$ cat src/rtl/hd6309_avalon_bridge.sv
// HD6309 bus to Avalon-MM master bridge.
// One Avalon transfer per CPU cycle; MRDY stretches E until it completes.
module hd6309_avalon_bridge #(
    parameter int ADDR_WIDTH  = 16,
    parameter int SYNC_STAGES = 3,
    parameter int PIPELINED   = 0,
    parameter int WRITE_RESP  = 0,
    parameter int TIMEOUT     = 255
) (
    input  logic                  clk,
    input  logic                  reset_n,
    output logic [ADDR_WIDTH-1:0] master_address,
    output logic                  master_read,
    output logic                  master_write,
    output logic [7:0]            master_writedata,
    input  logic [7:0]            master_readdata,
    input  logic                  master_waitrequest,
    input  logic                  master_readdatavalid,
    input  logic                  master_writeresponsevalid,
    input  logic [1:0]            master_response,
    input  logic [ADDR_WIDTH-1:0] bus_address,
    input  logic [7:0]            bus_data_out,
    output logic [7:0]            bus_data_in,
    input  logic                  bus_rw,
    input  logic                  bus_e,
    input  logic                  bus_q,
    input  logic                  bus_bs,
    input  logic                  bus_ba,
    output logic                  bus_mrdy,
    input  logic                  bus_reset_n,
    output logic                  err,
    output logic [ADDR_WIDTH-1:0] err_addr,
    output logic [7:0]            err_count,
    input  logic                  err_clear
);

    localparam int WDW = $clog2(TIMEOUT + 1);

    typedef enum logic [1:0] {IDLE, REQ, RESP, DONE} state_t;

    state_t state, state_n;

    logic [SYNC_STAGES-1:0] e_sync, q_sync, r_sync;
    logic                   e_s, q_s, r_s;
    logic                   cstart, cinit, abort;

    logic                  rw_q, rw_n;
    logic [WDW-1:0]        wd, wd_n;
    logic                  rd_n, wr_n, mrdy_n, fail, timeout;
    logic [ADDR_WIDTH-1:0] addr_n;
    logic [7:0]            wdata_n, data_n;

    logic unused_bs;
    assign unused_bs = bus_bs;

    always_ff @(posedge clk or negedge reset_n) begin
        if (!reset_n) begin
            e_sync <= '0;
            q_sync <= '0;
            r_sync <= '0;
        end else begin
            e_sync <= {e_sync[SYNC_STAGES-2:0], bus_e};
            q_sync <= {q_sync[SYNC_STAGES-2:0], bus_q};
            r_sync <= {r_sync[SYNC_STAGES-2:0], bus_reset_n};
        end
    end

    assign e_s     = e_sync[SYNC_STAGES-1];
    assign q_s     = q_sync[SYNC_STAGES-1];
    assign r_s     = r_sync[SYNC_STAGES-1];
    assign cstart  = !e_s && q_s;
    assign cinit   = !e_s && !q_s;
    assign abort   = !r_s;
    assign timeout = (wd == WDW'(TIMEOUT - 1));

    always_comb begin
        state_n = state;
        rd_n    = master_read;
        wr_n    = master_write;
        addr_n  = master_address;
        wdata_n = master_writedata;
        data_n  = bus_data_in;
        rw_n    = rw_q;
        wd_n    = wd;
        fail    = 1'b0;
        if (abort) begin
            state_n = IDLE;
            rd_n    = 1'b0;
            wr_n    = 1'b0;
        end else begin
            unique case (state)
                IDLE: begin
                    if (cstart && !bus_ba) begin
                        state_n = REQ;
                        addr_n  = bus_address;
                        wdata_n = bus_data_out;
                        rw_n    = bus_rw;
                        rd_n    = bus_rw;
                        wr_n    = !bus_rw;
                        wd_n    = '0;
                    end
                end
                REQ: begin
                    wd_n = wd + 1'b1;
                    if (!master_waitrequest) begin
                        rd_n = 1'b0;
                        wr_n = 1'b0;
                        if (rw_q) begin
                            if (PIPELINED != 0) begin
                                state_n = RESP;
                            end else begin
                                state_n = DONE;
                                data_n  = master_readdata;
                                fail    = |master_response;
                            end
                        end else if (WRITE_RESP != 0) begin
                            state_n = RESP;
                        end else begin
                            state_n = DONE;
                        end
                    end else if (timeout) begin
                        rd_n    = 1'b0;
                        wr_n    = 1'b0;
                        state_n = DONE;
                        fail    = 1'b1;
                        if (rw_q) data_n = 8'hFF;
                    end
                end
                RESP: begin
                    wd_n = wd + 1'b1;
                    if (rw_q ? master_readdatavalid
                             : master_writeresponsevalid) begin
                        state_n = DONE;
                        fail    = |master_response;
                        if (rw_q) data_n = master_readdata;
                    end else if (timeout) begin
                        state_n = DONE;
                        fail    = 1'b1;
                        if (rw_q) data_n = 8'hFF;
                    end
                end
                DONE: begin
                    if (cinit) state_n = IDLE;
                end
                default: state_n = IDLE;
            endcase
        end
        mrdy_n = !(state_n == REQ || state_n == RESP);
    end

    always_ff @(posedge clk or negedge reset_n) begin
        if (!reset_n) begin
            state            <= IDLE;
            master_read      <= 1'b0;
            master_write     <= 1'b0;
            master_address   <= '0;
            master_writedata <= '0;
            bus_data_in      <= '0;
            bus_mrdy         <= 1'b1;
            rw_q             <= 1'b0;
            wd               <= '0;
        end else begin
            state            <= state_n;
            master_read      <= rd_n;
            master_write     <= wr_n;
            master_address   <= addr_n;
            master_writedata <= wdata_n;
            bus_data_in      <= data_n;
            bus_mrdy         <= mrdy_n;
            rw_q             <= rw_n;
            wd               <= wd_n;
        end
    end

    // A new error outranks a simultaneous clear, so the count restarts at 1.
    always_ff @(posedge clk or negedge reset_n) begin
        if (!reset_n) begin
            err       <= 1'b0;
            err_addr  <= '0;
            err_count <= '0;
        end else if (fail) begin
            err      <= 1'b1;
            err_addr <= master_address;
            if (err_clear)
                err_count <= 8'd1;
            else if (err_count != 8'hFF)
                err_count <= err_count + 8'd1;
        end else if (err_clear) begin
            err       <= 1'b0;
            err_count <= '0;
        end
    end

endmodule
$ cat config.mk
export PLATFORM = sky130hd
export DESIGN_NAME = hd6309_avalon_bridge
export DESIGN_NICKNAME = d
export VERILOG_FILES = /design/src/rtl/hd6309_avalon_bridge.sv
export SDC_FILE = /design/constraint.sdc
export NUM_CORES = 1
export LEC_CHECK = 0
export ABC_AREA = 1
export CORE_MARGIN = 1.5
export CORE_UTILIZATION = 35
export CTS_BUF_LIST = sky130_fd_sc_hd__clkbuf_16
export CTS_CLUSTER_DIAMETER = 80
export DETAILED_ROUTE_END_ITERATION = 10
export GPL_TIMING_DRIVEN = 0
export PLACE_DENSITY = 0.63
export SETUP_SLACK_MARGIN = 0.5
export SYNTH_ARGS = -nofsm -noshare
export SYNTH_HDL_FRONTEND = slang
export SYNTH_SLANG_ARGS = --single-unit
export TNS_END_PERCENT = 1
$ cat constraint.sdc
create_clock -name clk -period 2.2 [get_ports clk]
set_clock_uncertainty 0.05 [all_clocks]
set_input_delay 0.44 -clock clk [delete_from_list [all_inputs] [get_ports clk]]
set_output_delay 0.44 -clock clk [all_outputs]
set_load 0.01 [all_outputs]
==> impl_metrics.ini <==
[placement]
place_inst = 671
pre_cts_slack_ns = 0.1249
place_area_um2 = 4952
gp_congestion = 0.7962
port_buffers = 103
hpwlAfterDp_mm = 6.452

[worst_setup_path]
timing.critical_path.cells = clkdlybuf4s50_1
path_delay_family = buffers and inverters
setup.worst_path.start_class = flip-flop
cp.buffers_inverters = 1
setup.worst_path.class = reg -> out
critical_path_arrival_ns = 1.30
cp_max_fo = 4
timing.reg2reg.setup_slack_ns = 0.49
critPathCaptureType = output port
required_time_at_the_worst_slack_endpoint_ns = 1.71
largest_stage_delay_on_the_critical_path_ns = 0.56
crit_slowest_cell = clkdlybuf4s50_1

[die]
floorplan.die_area_um2 = 11270
die_w_um = 106.2
core-area_um2 = 10320
die_height_um = 106.2
core.rowCount = 37
floorplan.initialDensity_pct = 36.09
io_pins = 106

[synth]
synth_enable_flop_cells = 0
yosysWarnings = 0
synth_area_leaders = dfrtp_1 (53%), nand2_1 (13%), inv_1 (4.9%)
ys_types = 31
synth-seq-area-share_pct = 53.76
synthDominantCellAreaShare_pct = 53.06
count_leader_synth = nand2_1
syn_area_per_cell_um2 = 8.645
syn-cell-area_um2 = 3726
ys_seq_elements = 80
synthesis.nets = 484
synth_top_area_cell = dfrtp_1
synthFlopType = dfrtp_1
synth-async-reset-ratio_pct = 100.0
ys_top_cells_by_count = nand2_1 (126), dfrtp_1 (79), inv_1 (49), nor2_1 (31), o21ai_0 (25)
synthCells = 431

[finish]
final_cell_count_no_fill = 704
finish.net_count = 617
drive_gt1_share_pct = 16.37
syn_to_final_growth_pct = 46.98
post_route_cell_area_um2 = 5477
diodes_inserted = 0

[detailed_routing]
route.detailed.drc = 0
via_per_inst = 4.625
drt_pre_antenna_iters = 4
ant_nets = 0
finalWirelength_mm = 9.044
detailedRoute.firstIterationViolations = 146
num_vias = 3256
avgRoutedWirePerCell_um = 12.85

[global_route]
met3_usage_pct = 2.820
global_route.overflow_total = 0
track_usage_pct = 16.57
antenna_found_initial = 0
globalRouteMet1Util_pct = 21.43
number_of_global_route_vias_before_repair = 3100
grt_pass1_wl_mm = 14.80
grt_start_max_net_pins = 64
gr-usage-met2_pct = 27.28
highest_utilization_routing_layer_at_the_global_route_stage = met2

[clocking]
clock_path_buffers = 2
cts_max_level = 3
clock_insertion_delay_worst_skew_ns = 0.33
clock_sinks = 80
clock_tree_from_tritoncts = done
clock_slew_at_the_register_clock_pins_of_the_worst_setup_and_hold_paths_ns = 0.06
cts_buffers = 9
clk_root_buffer_cell = clkbuf_16

[sta]
layout_min_cycle_time_ns = 1.795
final_hold_viol_count = 0
rsz_0062_raised_after_global_routing = true
setup_violations = 0
timing.slew.headroom_pct = 71.28
worstMarginPinSlew_ns = 0.4309
worst_slack_ns = 0.4054
maxClockFrequency_ghz = 0.5572
finalCritPeriodShare_pct = 81.57
final-max-slew-violation-count = 0

[power_and_ir_drop]
total_leakage_power_uw = 0.002515
totalPowerFinal_uw = 6247
vdd_drop_max_mv = 0.4905
power_per_cell_area_nw_per_um2 = 1141

[outcome]
status = completed

[run]
maxCapViolations = 0

[hold_path]
worst_min_delay_path_class = reg -> reg
## cells by family after synthesis
family	count (synthesis)	synth area share, %
AND/OR/NAND/NOR	210	24.78
XOR/XNOR	3	0.7053
buffers and inverters	64	7.455
flip-flops	80	53.76
adder cells (fa/ha/maj)	7	2.350
AO/OA/AOI/OAI	67	10.95
## state kept, by name, indices dropped and copies added (netlist names), 2 cells and up
signal and count:
bus_data_in 8, e_sync 3, err_addr 16, err_count 8, master_address 16, master_writedata 8, q_sync 3, r_sync 3
state 2, wd 8
## per-layer routing
layer	wire (um)	up-vias
met5	0	-
met4	166	0
met3	429	14
met2	4432	84
met1	4016	1525
li1	-	1633
## where the power goes
| group | switching [uW] | internal [uW] | total, uW |
|---|---|---|---|
| combinational | 1240 | 1280 | 2530 |
| clock | 594 | 866 | 1460 |
| sequential | 304 | 1950 | 2260 |
| total | 2140 | 4110 | 6250 |
## metrics by stage
stage	hold slack, ns	util (%)	TNS, ns
finish	0.2971	53.05	0
global placement	0.2817	47.73	-182.21
global route	0.3037	53.05	0
CTS	0.3000	51.19	0
detailed placement	0.2856	47.97	0
floorplan	0.09441	-	0
## cells in the final DEF, fill, tap and decap left out, types with 2 or more instances in the layout
cell | netlist | routed
nand2_1 | 126 | 123
clkdlybuf4s50_1 | 0 | 100
dfrtp_1 | 79 | 74
inv_1 | 49 | 43
nor2_1 | 31 | 29
o21ai_0 | 25 | 25
nand3_1 | 22 | 22
a21oi_1 | 20 | 20
buf_4 | 1 | 17
o21ai_2 | 15 | 14
nor3_1 | 12 | 11
nand2_2 | 8 | 10
clkbuf_16 | 0 | 9
inv_2 | 3 | 8
ha_1 | 7 | 5
dfrtp_2 | 0 | 5
buf_6 | 1 | 4
clkbuf_1 | 5 | 4
clkinvlp_4 | 0 | 4
nand4_1 | 3 | 3
xor2_1 | 3 | 3
o21ai_4 | 0 | 2
o21ai_1 | 2 | 2
nand2_8 | 0 | 2
buf_8 | 2 | 2
nor2_2 | 0 | 2
nor3b_1 | 2 | 2
o2111ai_1 | 2 | 2
## timing repair
action                                  in CTS  in global routing
cloned                                       0                  1
setup buffers                                0                 16
hold buffers                                 1                  0
gates resized for setup                     10                 23
pin swaps                                    0                  6
endpoints found under the setup margin     124                128
endpoints found under the hold margin       17                  0
## final cells by class
type,instances,area [um2]
clock inverter,6,61.31
timing repair buffer,121,1187
fill,958,4847
multi-input combinational,288,1524
clock buffer,9,225.2
buffer,12,100.1
sequential,80,2009
tap,136,170.2
inverter,52,198.9
## final timing paths
check,start,end,depth (start not counted)
worst max-delay path,err_count[0]$_DFFE_PN0P_,err_count[0],1
worst min-delay path,r_sync[1]$_DFF_PN0_,r_sync[2]$_DFF_PN0_,0
worst max register to register,state[1]$_DFF_PN0_,master_address[10]$_DFFE_PN0P_,10
worst min register to register,r_sync[1]$_DFF_PN0_,r_sync[2]$_DFF_PN0_,0
max in group asynchronous,reset_n,err_count[5]$_DFFE_PN0P_,3
min in group asynchronous,reset_n,master_write$_DFFE_PN0P_,2
No activity file was read; power rests on OpenSTA's default activity.
